### src/rtl/qtr_pkg.sv
// Shared types and timing helpers for the QTR reflectance sensor front end.
package qtr_pkg;

  localparam int VALUE_WIDTH_DEFAULT = 8;

  typedef enum logic [1:0] {
    IDLE      = 2'd0,
    CHARGE    = 2'd1,
    DISCHARGE = 2'd2,
    DONE      = 2'd3
  } state_t;

  // Whole clock cycles in a given number of microseconds.
  function automatic int cycles_for_us(input int clk_hz, input int us);
    return clk_hz / 1_000_000 * us;
  endfunction

  function automatic int charge_cycles(input int clk_hz, input int charge_us);
    return cycles_for_us(clk_hz, charge_us);
  endfunction

  function automatic int tick_cycles(input int clk_hz, input int tick_us);
    return cycles_for_us(clk_hz, tick_us);
  endfunction

endpackage

### src/rtl/sync_2ff.sv
// Two-flop synchronizer for the asynchronous sensor pad input.
// Resets high so a discharged pad only reads low once it has really been sampled.
module sync_2ff (
  input  logic clk,
  input  logic reset_n,
  input  logic d,
  output logic q
);

  logic meta;

  // NOTE: sequential state uses non-blocking assignments so both flops
  // sample their inputs from the same edge and the chain cannot collapse.
  always_ff @(posedge clk or negedge reset_n) begin
    if (!reset_n) begin
      meta <= 1'b1;
      q    <= 1'b1;
    end else begin
      meta <= d;
      q    <= meta;
    end
  end

endmodule

### src/rtl/qtr_discharge_timer.sv
// QTR-RC sensor driver: charge the node, release it, and count discharge time
// in ticks; presents the result with a one-cycle valid strobe.
module qtr_discharge_timer
  import qtr_pkg::*;
#(
  parameter int CLK_FREQUENCY = 60_000_000,
  parameter int CHARGE_US     = 10,
  parameter int TICK_US       = 10,
  parameter int VALUE_WIDTH   = VALUE_WIDTH_DEFAULT
) (
  input  logic                   clk,
  input  logic                   reset_n,
  input  logic                   en,
  output logic [VALUE_WIDTH-1:0] value,
  output logic                   valid,
  output logic                   busy,
  output logic                   qtr_out_en,
  output logic                   qtr_out_sig,
  input  logic                   qtr_in_sig,
  output logic                   qtr_ctrl
);

  localparam int CHARGE_CYC = charge_cycles(CLK_FREQUENCY, CHARGE_US);
  localparam int TICK_CYC   = tick_cycles(CLK_FREQUENCY, TICK_US);
  localparam int MAX_CYC    = (CHARGE_CYC > TICK_CYC) ? CHARGE_CYC : TICK_CYC;
  localparam int CNT_W      = $clog2(MAX_CYC + 1);

  localparam logic [CNT_W-1:0]       CHARGE_LAST = CNT_W'(CHARGE_CYC - 1);
  localparam logic [CNT_W-1:0]       TICK_LAST   = CNT_W'(TICK_CYC - 1);
  localparam logic [VALUE_WIDTH-1:0] TICK_MAX    = '1;

  if (CHARGE_CYC < 2 || TICK_CYC < 2) begin : g_bad_timing
    $error("qtr_discharge_timer: charge and tick periods must be at least 2 cycles");
  end

  state_t                 state, state_next;
  logic [CNT_W-1:0]       cyc_cnt, cyc_next;
  logic [VALUE_WIDTH-1:0] tick_cnt, tick_next;
  logic                   in_s;
  logic                   tick_wrap;

  sync_2ff u_sync (
    .clk     (clk),
    .reset_n (reset_n),
    .d       (qtr_in_sig),
    .q       (in_s)
  );

  assign tick_wrap = (cyc_cnt == TICK_LAST);

  // NOTE: every variable driven here gets a default first, so no path
  // through the case leaves one unassigned and no latch is inferred.
  always_comb begin
    state_next = state;
    cyc_next   = cyc_cnt + 1'b1;
    tick_next  = tick_cnt;
    unique case (state)
      IDLE: begin
        cyc_next = '0;
        if (en) begin
          state_next = CHARGE;
          tick_next  = '0;
        end
      end
      CHARGE: begin
        if (cyc_cnt == CHARGE_LAST) begin
          state_next = DISCHARGE;
          cyc_next   = '0;
        end
      end
      DISCHARGE: begin
        if (tick_wrap) begin
          cyc_next = '0;
          if (tick_cnt != TICK_MAX) tick_next = tick_cnt + 1'b1;
        end
        // A low pad wins over a coincident wrap; the result is the count
        // before that wrap. Saturated count plus another wrap is a timeout.
        if (!in_s || (tick_wrap && tick_cnt == TICK_MAX)) state_next = DONE;
      end
      DONE: begin
        state_next = IDLE;
        cyc_next   = '0;
      end
      default: state_next = IDLE;
    endcase
  end

  // Outputs are registered from the next state so they line up with it.
  always_ff @(posedge clk or negedge reset_n) begin
    if (!reset_n) begin
      state       <= IDLE;
      cyc_cnt     <= '0;
      tick_cnt    <= '0;
      value       <= '0;
      valid       <= 1'b0;
      busy        <= 1'b0;
      qtr_out_en  <= 1'b0;
      qtr_out_sig <= 1'b0;
      qtr_ctrl    <= 1'b0;
    end else begin
      state       <= state_next;
      cyc_cnt     <= cyc_next;
      tick_cnt    <= tick_next;
      valid       <= (state_next == DONE);
      busy        <= (state_next != IDLE);
      qtr_out_en  <= (state_next == CHARGE);
      qtr_out_sig <= (state_next == CHARGE);
      qtr_ctrl    <= (state_next != IDLE);
      if (state_next == DONE) value <= tick_cnt;
    end
  end

endmodule

### config.mk
export PLATFORM = sky130hd
export DESIGN_NAME = qtr_discharge_timer
export DESIGN_NICKNAME = d
export VERILOG_FILES = /design/src/rtl/qtr_pkg.sv /design/src/rtl/sync_2ff.sv /design/src/rtl/qtr_discharge_timer.sv
export SDC_FILE = /design/constraint.sdc
export NUM_CORES = 1
export LEC_CHECK = 0
export ABC_AREA = 1
export CAP_MARGIN = 10
export CORE_AREA = 2 2 60 62
export CTS_CLUSTER_SIZE = 16
export DETAILED_ROUTE_END_ITERATION = 16
export DIE_AREA = 0 0 62 64
export DONT_BUFFER_PORTS = 1
export PLACE_DENSITY = 0.74
export SLEW_MARGIN = 20
export SYNTH_ARGS = -nofsm -noshare
export SYNTH_HDL_FRONTEND = slang
export SYNTH_SLANG_ARGS = --single-unit
export TNS_END_PERCENT = 30
### constraint.sdc
create_clock -name clk -period 5.15 [get_ports clk]
set_input_delay 0.2575 -clock clk [delete_from_list [all_inputs] [get_ports clk]]
set_output_delay 0.2575 -clock clk [all_outputs]
set_load 0.05 [all_outputs]
==> results of run 1 <==
==> area by class of cell <==
cell class	count	area, um^2
fillers	298	1570
flip-flops and latches	33	828
multi-input cells	133	684
well taps	46	57.6
inverters	13	48.8
clock buffers	6	41.3
repair buffers	3	40.0
clock inverters	2	10.0
==> power by group <==
part           switching [mW]  internal [mW]  total [mW]
Combinational           0.102         0.0443       0.146
Clock                  0.0830         0.0519       0.135
Sequential             0.0902          0.285       0.376
Total                   0.275          0.381       0.656
==> kinds of logic (layout without fill, tap and decap cells) <==
family / Yosys count / after routing
flip-flops: 33 / 33
buffers and inverters: 19 / 24
AND/OR/NAND/NOR: 106 / 106
XOR/XNOR: 8 / 8
adder cells (fa/ha/maj): 5 / 5
AO/OA/AOI/OAI: 14 / 14
==> per-layer routing <==
metal	GRT usage (%)	part of all wire, %	wire length [um]
met1	20.3	49	1300
met2	22.8	44	1150
met3	7.29	5.4	141
met4	6.65	1.7	46
met5	0	0	0
==> worst max path at each step <==
stage                     from        to  cells after the start
finish                state[0]  value[6]                      9
global route          state[0]  value[5]                      9
CTS                   state[0]  value[6]                      9
detailed placement    state[0]  value[7]                      9
global placement      state[0]  value[3]                      9
floorplan           cyc_cnt[0]  qtr_ctrl                     10
==> critical path, delay by kind of cell (launching register included) <==
kind	cells	cell delay, ns
fa+ha+maj	1	0.39
buf+inv	1	0.09
flops	1	0.44
simple gates	7	1.01
==> synth_stat cells, drive strengths merged <==
library cell,n,area share (%)
buf,6,2.7
nand2,56,13
dfrtp,31,48
ha,5,3.9
or2,3,1.2
nor2,22,6.2
inv,13,3.0
a21oi,6,2.1
nand3b,1,0.47
nand3,16,5.8
nand4,1,0.39
o21ai,8,2.5
xnor2,2,1.1
and3,2,0.78
nor3,5,1.6
xor2,6,3.3
dfstp,2,3.3
==> flip-flops by register name, indices dropped and copies added (netlist names) <==
register     count
cyc_cnt         10
qtr_ctrl         1
qtr_out_sig      1
state            2
tick_cnt         8
u_sync.meta      1
u_sync.q         1
valid            1
value            8
==> stage by stage <==
step / instances / instance area (um^2)
after global routing: 236 / 1710
after detailed placement: 225 / 1620
after global placement: 225 / 1620
after CTS: 236 / 1710
final: 236 / 1710
after floorplan: 185 / 1610
==> flow_metrics.tcl, run 1 <==
set metrics [dict create \
    num_antenna_cells 0 \
    holdWs_ns 0.249 \
    yosys_warnings 0 \
    dpl_worst_slack_ns 3.15 \
    track_usage_pct 15.9 \
    r2r_slack_ns 3.13 \
    layout_commonest_cell "nand2_1" \
    gp_congestion 0.854 \
    ctsHoldBuffers 3 \
    cts_made_buffers 5 \
    drt-initial-drc-count 63 \
    total_power_mw 0.656 \
    final_util_pct 52.1 \
    worst_r2r_endpoint "value[6]" \
    hold_path_startpoint "en" \
    ys_seq_area_share_pct 51.6 \
    die_area_um2 3970 \
    cts_root_buffer "clkbuf_4" \
    detailed_place_hpwl_um 1890 \
    dr_total_vias 1151 \
    hold_class "in -> reg" \
    synth_nets 194 \
    final_cell_mix "54 x nand2_1, 31 x dfrtp_1, 17 x nor2_1, 15 x nand3_1, 11 x inv_1" \
    vias_per_cell 4.88 \
    finalCritPeriodShare_pct 39.2 \
    grt_max_degree 34 \
    synth_compound_area_share_pct 4.60 \
    ctsLongestPathBuffers 2 \
    ir_worst_vdd_mv 0.144 \
    worstSetupPathType "reg -> reg" \
    firstDrtPassIters 5 \
    drc 0 \
    synth_mux_area_share_pct 0 \
    setup_tns_ns 0 \
    tightest_slew_ns 0.866 \
    synth-simple-area-share_pct 29.8 \
    min_to "qtr_out_sig" \
    die_w_um 62 \
    crit_arrival_ns 2.25 \
    period_needed_ns 2.02 \
    gr-total-overflow 0 \
    hold_path_depth 2 \
    initial_utilization_pct 48.9 \
    wirelength_um 2630 \
    status "complete, no violations" \
    post_cts_resized 0 \
    post_cts_buffers 0 \
    rsz0062_at_grt "no" \
    synthesis.area_um2 1610 \
    maxSlewViolCount 0 \
    pin_count 17 \
    r2r_cells 9 \
    synth_seq_cells 33 \
    cts_tree "done" \
    worst_setup_path_start_kind "flip-flop" \
    drv_cap 0 \
    num_rows 21 \
    setup_viol 0 \
    cts.clk_slew.worst_paths_ns 0.10 \
    die_h_um 64 \
    htreeDepth 2 \
    fmax_ghz 0.495 \
    path_cells "inv_2 -> ha_1 -> nand4_1 -> nor2_1 -> nor2_2 -> nor2_2 -> nand2_2 -> nand2_1 -> nand2_1" \
    clk_latency_ns 0.33 \
    grt_pass1_wl_um 4600 \
    worst_slack_ns 3.13 \
    synthCells 185 \
    syn_to_final_growth_pct 6.55 \
    r2r_start "state[0]" \
    synth.avg_cell_area_um2 8.68 \
    synth_top_family_by_area "simple AND/OR/NAND/NOR gates" \
    portBuffers 0 \
    synth.distinct_cells 27 \
    fin_skew_ns 0.0118 \
    drive_gt1_share_pct 12.1 \
    crit_path_max_fanout 11 \
    nNetsFinal 198 \
    synthAdderAreaFrac_pct 3.90 \
    required_ns 5.38 \
    clock-sinks 33 \
    grt_pass1_vias 1051 \
    hold_viol 0 \
    max_slew_margin_pct 42.3 \
    wire_per_inst_um 11.1 \
    ant_nets 0 \
    slowest_delay_ns 0.44 \
    synthXorXnorAreaFrac_pct 4.36 \
    antenna_found_initial 0 \
    cp_slowest_cell "dfrtp_1" \
    leakage_nw 0.820 \
    cp-end-kind "flip-flop" \
    p_per_area_nw_per_um2 384 \
    core_area_um2 3280 \
]
Note: power is estimated with default switching activity, not from simulation.
==> run 2, diff against run 1 <==
- clock period: 5.15 -> 2.05 ns (I/O delays scaled with it)
==> flow_metrics.tcl, run 2 (synthesis results as in run 1) <==
set metrics [dict create \
    pin_count 17 \
    detailed_place_hpwl_um 2000 \
    critPathTopFamily "simple AND/OR/NAND/NOR gates" \
    firstDrtPassIters 4 \
    finalCritPeriodShare_pct 90.8 \
    stdcell_area_um2 1730 \
    hold_viol 0 \
    die_w_um 62 \
    num_antenna_cells 0 \
    post_cts_buffers 0 \
    worstSetupPathType "reg -> reg" \
    crit_arrival_ns 2.08 \
    leakage_nw 0.835 \
    nNetsFinal 201 \
    gp_congestion 0.774 \
    ir_worst_vdd_mv 0.393 \
    max_slew_margin_pct 42.7 \
    wl_met1_um 1340 \
    drive_gt1_share_pct 13.5 \
    cts_tree "done" \
    layout_commonest_cell "nand2_1" \
    initial_utilization_pct 48.9 \
    wirelength_um 2770 \
    track_usage_pct 15.9 \
    num_rows 21 \
    fin_skew_ns 0.00535 \
    post_cts_resized 0 \
    setup_tns_ns 0 \
    final_cell_mix "54 x nand2_1, 31 x dfrtp_1, 17 x nor2_1, 15 x nand3_1, 11 x inv_1" \
    ff_latch_area_um2 828 \
    p_sw_mw 0.708 \
    grt_pass1_vias 1128 \
    die_area_um2 3970 \
    dpl_worst_slack_ns 0.213 \
    drc 0 \
    regMostFlops "cyc_cnt" \
    tightest_slew_ns 0.860 \
    reg_top3 "cyc_cnt: 10 flops, tick_cnt: 8 flops, value: 8 flops" \
    p_int_mw 0.993 \
    p_sw_share_pct 41.6 \
    grt_max_degree 34 \
    highest_layer "met4" \
    portBuffers 0 \
    grt_pass1_wl_um 4730 \
    setup_viol 0 \
    fmax_ghz 0.537 \
    drv_cap 0 \
    required_ns 2.27 \
    worstPathBufferInverterCount 1 \
    p_seq_share_pct 51.4 \
    die_h_um 64 \
    slowest_delay_ns 0.44 \
    r2r_slack_ns 0.19 \
    dr_wl_met3_um 127 \
    cp_slowest_cell "dfrtp_1" \
    cts.clk_slew.worst_paths_ns 0.10 \
    ctsLongestPathBuffers 2 \
    cp-end-kind "flip-flop" \
    period_needed_ns 1.86 \
    antenna_found_initial 0 \
    placed_cell_area_um2 1640 \
    wire_per_inst_um 11.6 \
    worst_setup_path_start_kind "flip-flop" \
    ctsHoldBuffers 3 \
    cts_made_buffers 5 \
    core_area_um2 3280 \
    gr-total-overflow 0 \
    dr_total_vias 1186 \
    clk_latency_ns 0.33 \
    multi_input_area_um2 684 \
    comb_power_share_pct 28.4 \
    clock-sinks 33 \
    p_clk_share_pct 20.2 \
    rsz0062_at_grt "no" \
    maxSlewViolCount 0 \
    htreeDepth 2 \
    dr_wl_met2_um 1250 \
    path_cells "inv_2 -> ha_1 -> nand4_1 -> nor2_1 -> nor2_2 -> nor2_2 -> nand2_2 -> nand2_1 -> nand2_1" \
    syn_to_final_growth_pct 7.95 \
    p_per_area_nw_per_um2 982 \
    cts_root_buffer "clkbuf_4" \
    vias_per_cell 4.96 \
    hold_class "in -> reg" \
    worst_slack_ns 0.188 \
    drt-initial-drc-count 88 \
    largest_reg_flops 10 \
    crit_path_max_fanout 11 \
    status "complete, no violations" \
    fillers 298 \
    ant_nets 0 \
]
## run 2: cell count changes in the layout (fill, tap and decap cells not counted)
cell   before  now
buf_4       0    3
## run 2: power by group through the flow
stage / logic [mW] / registers [mW] / clock network, mW
after CTS: 0.487 / 0.873 / 0.351
after global routing: 0.538 / 0.886 / 0.381
final: 0.483 / 0.874 / 0.344
after detailed placement: 0.466 / 0.886 / 0
after floorplan: 0.440 / 0.873 / 0
after global placement: 0.453 / 0.882 / 0
## run 2: metrics by stage
stage | std cells | utilization (%) | power, mW | hold slack [ns]
3_3_place_gp | 228 | 50.0 | 1.34 | -0.192
6_report | 239 | 52.8 | 1.70 | 0.0208
3_5_place_dp | 228 | 50.0 | 1.35 | -0.192
2_1_floorplan | 185 | - | 1.31 | -0.193
5_1_grt | 239 | 52.8 | 1.81 | 0.0402
4_1_cts | 239 | 52.8 | 1.71 | 0.0210
## run 2: cell type report
class	instances	share of cell area, %
timing repair buffer	6	3.61
clock buffer	6	2.38
inverter	13	2.82
sequential	33	47.8
tap	46	3.32
clock inverter	2	0.578
multi-input combinational	133	39.5
## run 2: worst register-to-register path: cells and delay by family, from the launching register on
family / cells / cell delay (ns)
simple gates: 7 / 0.83
flops: 1 / 0.44
fa+ha+maj: 1 / 0.39
buf+inv: 1 / 0.09
## run 2: routing by layer
metal	vias up	global-route usage, %
li1	602	-
met1	556	20.7
met2	22	22.7
met3	6	5.26
met4	0	8.51
met5	-	0
## run 2: worst paths after layout
path	startpoint	cells after the start	to
setup / recovery	state[0]	9	value[3]
hold / removal	en	2	qtr_out_sig
setup reg to reg	state[0]	9	value[3]
hold reg to reg	u_sync.meta	0	u_sync.q
max in group asynchronous	reset_n	2	u_sync.q
min in group asynchronous	reset_n	2	cyc_cnt[7]
==> run 3, diff against run 2 <==
- CORE_AREA: 2 2 60 62 -> 2 2 54 69
- DIE_AREA: 0 0 62 64 -> 0 0 56 71
- PLACE_DENSITY: 0.74 -> unset
- REMOVE_ABC_BUFFERS: unset -> 1
==> flow_metrics.tcl, run 3 (synthesis results as in run 1) <==
set metrics [dict create \
    antenna_found_initial 0 \
    grt_max_degree 34 \
    total_power_mw 1.83 \
    worst_setup_path_start_kind "flip-flop" \
    rsz0062_at_grt "no" \
    setup_viol 0 \
    wire_per_inst_um 11.5 \
    dp.cells 222 \
    leakage_nw 0.852 \
    placed_cell_area_um2 1640 \
    final_cells 233 \
    finalCritPeriodShare_pct 88.3 \
    regMostFlops "cyc_cnt" \
    worstSetupPathType "reg -> reg" \
    cts_tree "done" \
    final_util_pct 52.4 \
    wirelength_um 2680 \
    grt_pass1_wl_um 4780 \
    ctsLongestPathBuffers 2 \
    post_cts_resized 0 \
    ant_nets 0 \
    fmax_ghz 0.553 \
    ctsHoldBuffers 3 \
    cts_made_buffers 5 \
    htreeDepth 2 \
    track_usage_pct 15.5 \
    maxSlewViolCount 0 \
    vias_per_cell 5.06 \
    die_area_um2 3980 \
    dr_total_vias 1179 \
    largest_reg_flops 10 \
    clk_latency_ns 0.28 \
    cts.clk_slew.worst_paths_ns 0.06 \
    period_needed_ns 1.81 \
    reg_top3 "cyc_cnt: 10 flops, tick_cnt: 8 flops, value: 8 flops" \
    fillers 314 \
    cp-end-kind "flip-flop" \
    pin_count 17 \
    layout_commonest_cell "nand2_1" \
    worst_slack_ns 0.240 \
    tightest_slew_ns 0.475 \
    num_rows 24 \
    nNetsFinal 202 \
    crit_path_max_fanout 11 \
    max_slew_margin_pct 68.4 \
    firstDrtPassIters 4 \
    multi_input_area_um2 684 \
    detailed_place_hpwl_um 2030 \
    final_cell_mix "54 x nand2_1, 31 x dfrtp_1, 17 x nor2_1, 15 x nand3_1, 11 x inv_1" \
    fin_skew_ns 0.00323 \
    required_ns 2.22 \
    hold_class "in -> reg" \
    portBuffers 0 \
    drc 0 \
    drt-initial-drc-count 23 \
    hold_viol 0 \
    stdcell_area_um2 1760 \
    p_per_area_nw_per_um2 1040 \
    grt_pass1_vias 1159 \
    clock-sinks 33 \
    core_area_um2 3360 \
    ff_latch_area_um2 828 \
    dpl_worst_slack_ns 0.235 \
    crit_arrival_ns 1.98 \
    status "complete, no violations" \
    die_h_um 71 \
    setup_tns_ns 0 \
    post_cts_buffers 0 \
    syn_to_final_growth_pct 9.82 \
    ir_worst_vdd_mv 0.704 \
    drv_cap 0 \
    drive_gt1_share_pct 13.9 \
    num_antenna_cells 0 \
    gr-total-overflow 0 \
    cts_root_buffer "clkbuf_8" \
    gp_congestion 0.761 \
    die_w_um 56 \
    initial_utilization_pct 47.7 \
    holdWs_ns 0.0776 \
]
==> run 3: changes by cell type in the layout (fill, tap and decap cells not counted) <==
cell	change
buf_4	+1
clkbuf_4	-5
clkbuf_8	+5
==> run 3: worst paths after layout <==
check                       startpoint  endpoint  slack [ns]  cells past startpoint
setup / recovery              state[0]  qtr_ctrl        0.24                      8
hold / removal                      en  state[0]        0.08                      2
setup reg to reg              state[0]  qtr_ctrl        0.24                      8
hold reg to reg            u_sync.meta  u_sync.q        0.36                      0
max in group asynchronous      reset_n  u_sync.q        1.55                      2
min in group asynchronous      reset_n  value[3]        0.26                      2
==> run 3: layer usage <==
| metal | vias to the layer above | share of wire (%) | global-route usage (%) |
|---|---|---|---|
| li1 | 605 | - | - |
| met1 | 551 | 41 | 16.1 |
| met2 | 19 | 53 | 28.4 |
| met3 | 4 | 3.6 | 5.12 |
| met4 | 0 | 1.4 | 6.35 |
| met5 | - | 0 | 0 |
==> run 3: worst max-delay path: stages, from the launching register on <==
cell and delay [ns]:
dfrtp_1 0.40, inv_2 0.07, ha_1 0.34, a21oi_1 0.21, nand2_1 0.08, nor2_2 0.14
nor2_2 0.07, buf_4 0.17, or2_1 0.22
==> run 3: report_power, final <==
group	total [mW]	switching [mW]	internal [mW]	leakage, nW
logic	0.578	0.421	0.157	0.364
clock network	0.462	0.227	0.235	0.0450
registers	0.794	0.0727	0.721	0.443
==> run 3: layout make-up <==
cell class                 count  area share (%)
clock buffer                   6            4.12
clock inverter                 2           0.568
inverter                      13            2.77
multi-input combinational    133            38.8
sequential                    33            47.0
tap                           39            2.77
timing repair buffer           7            3.97
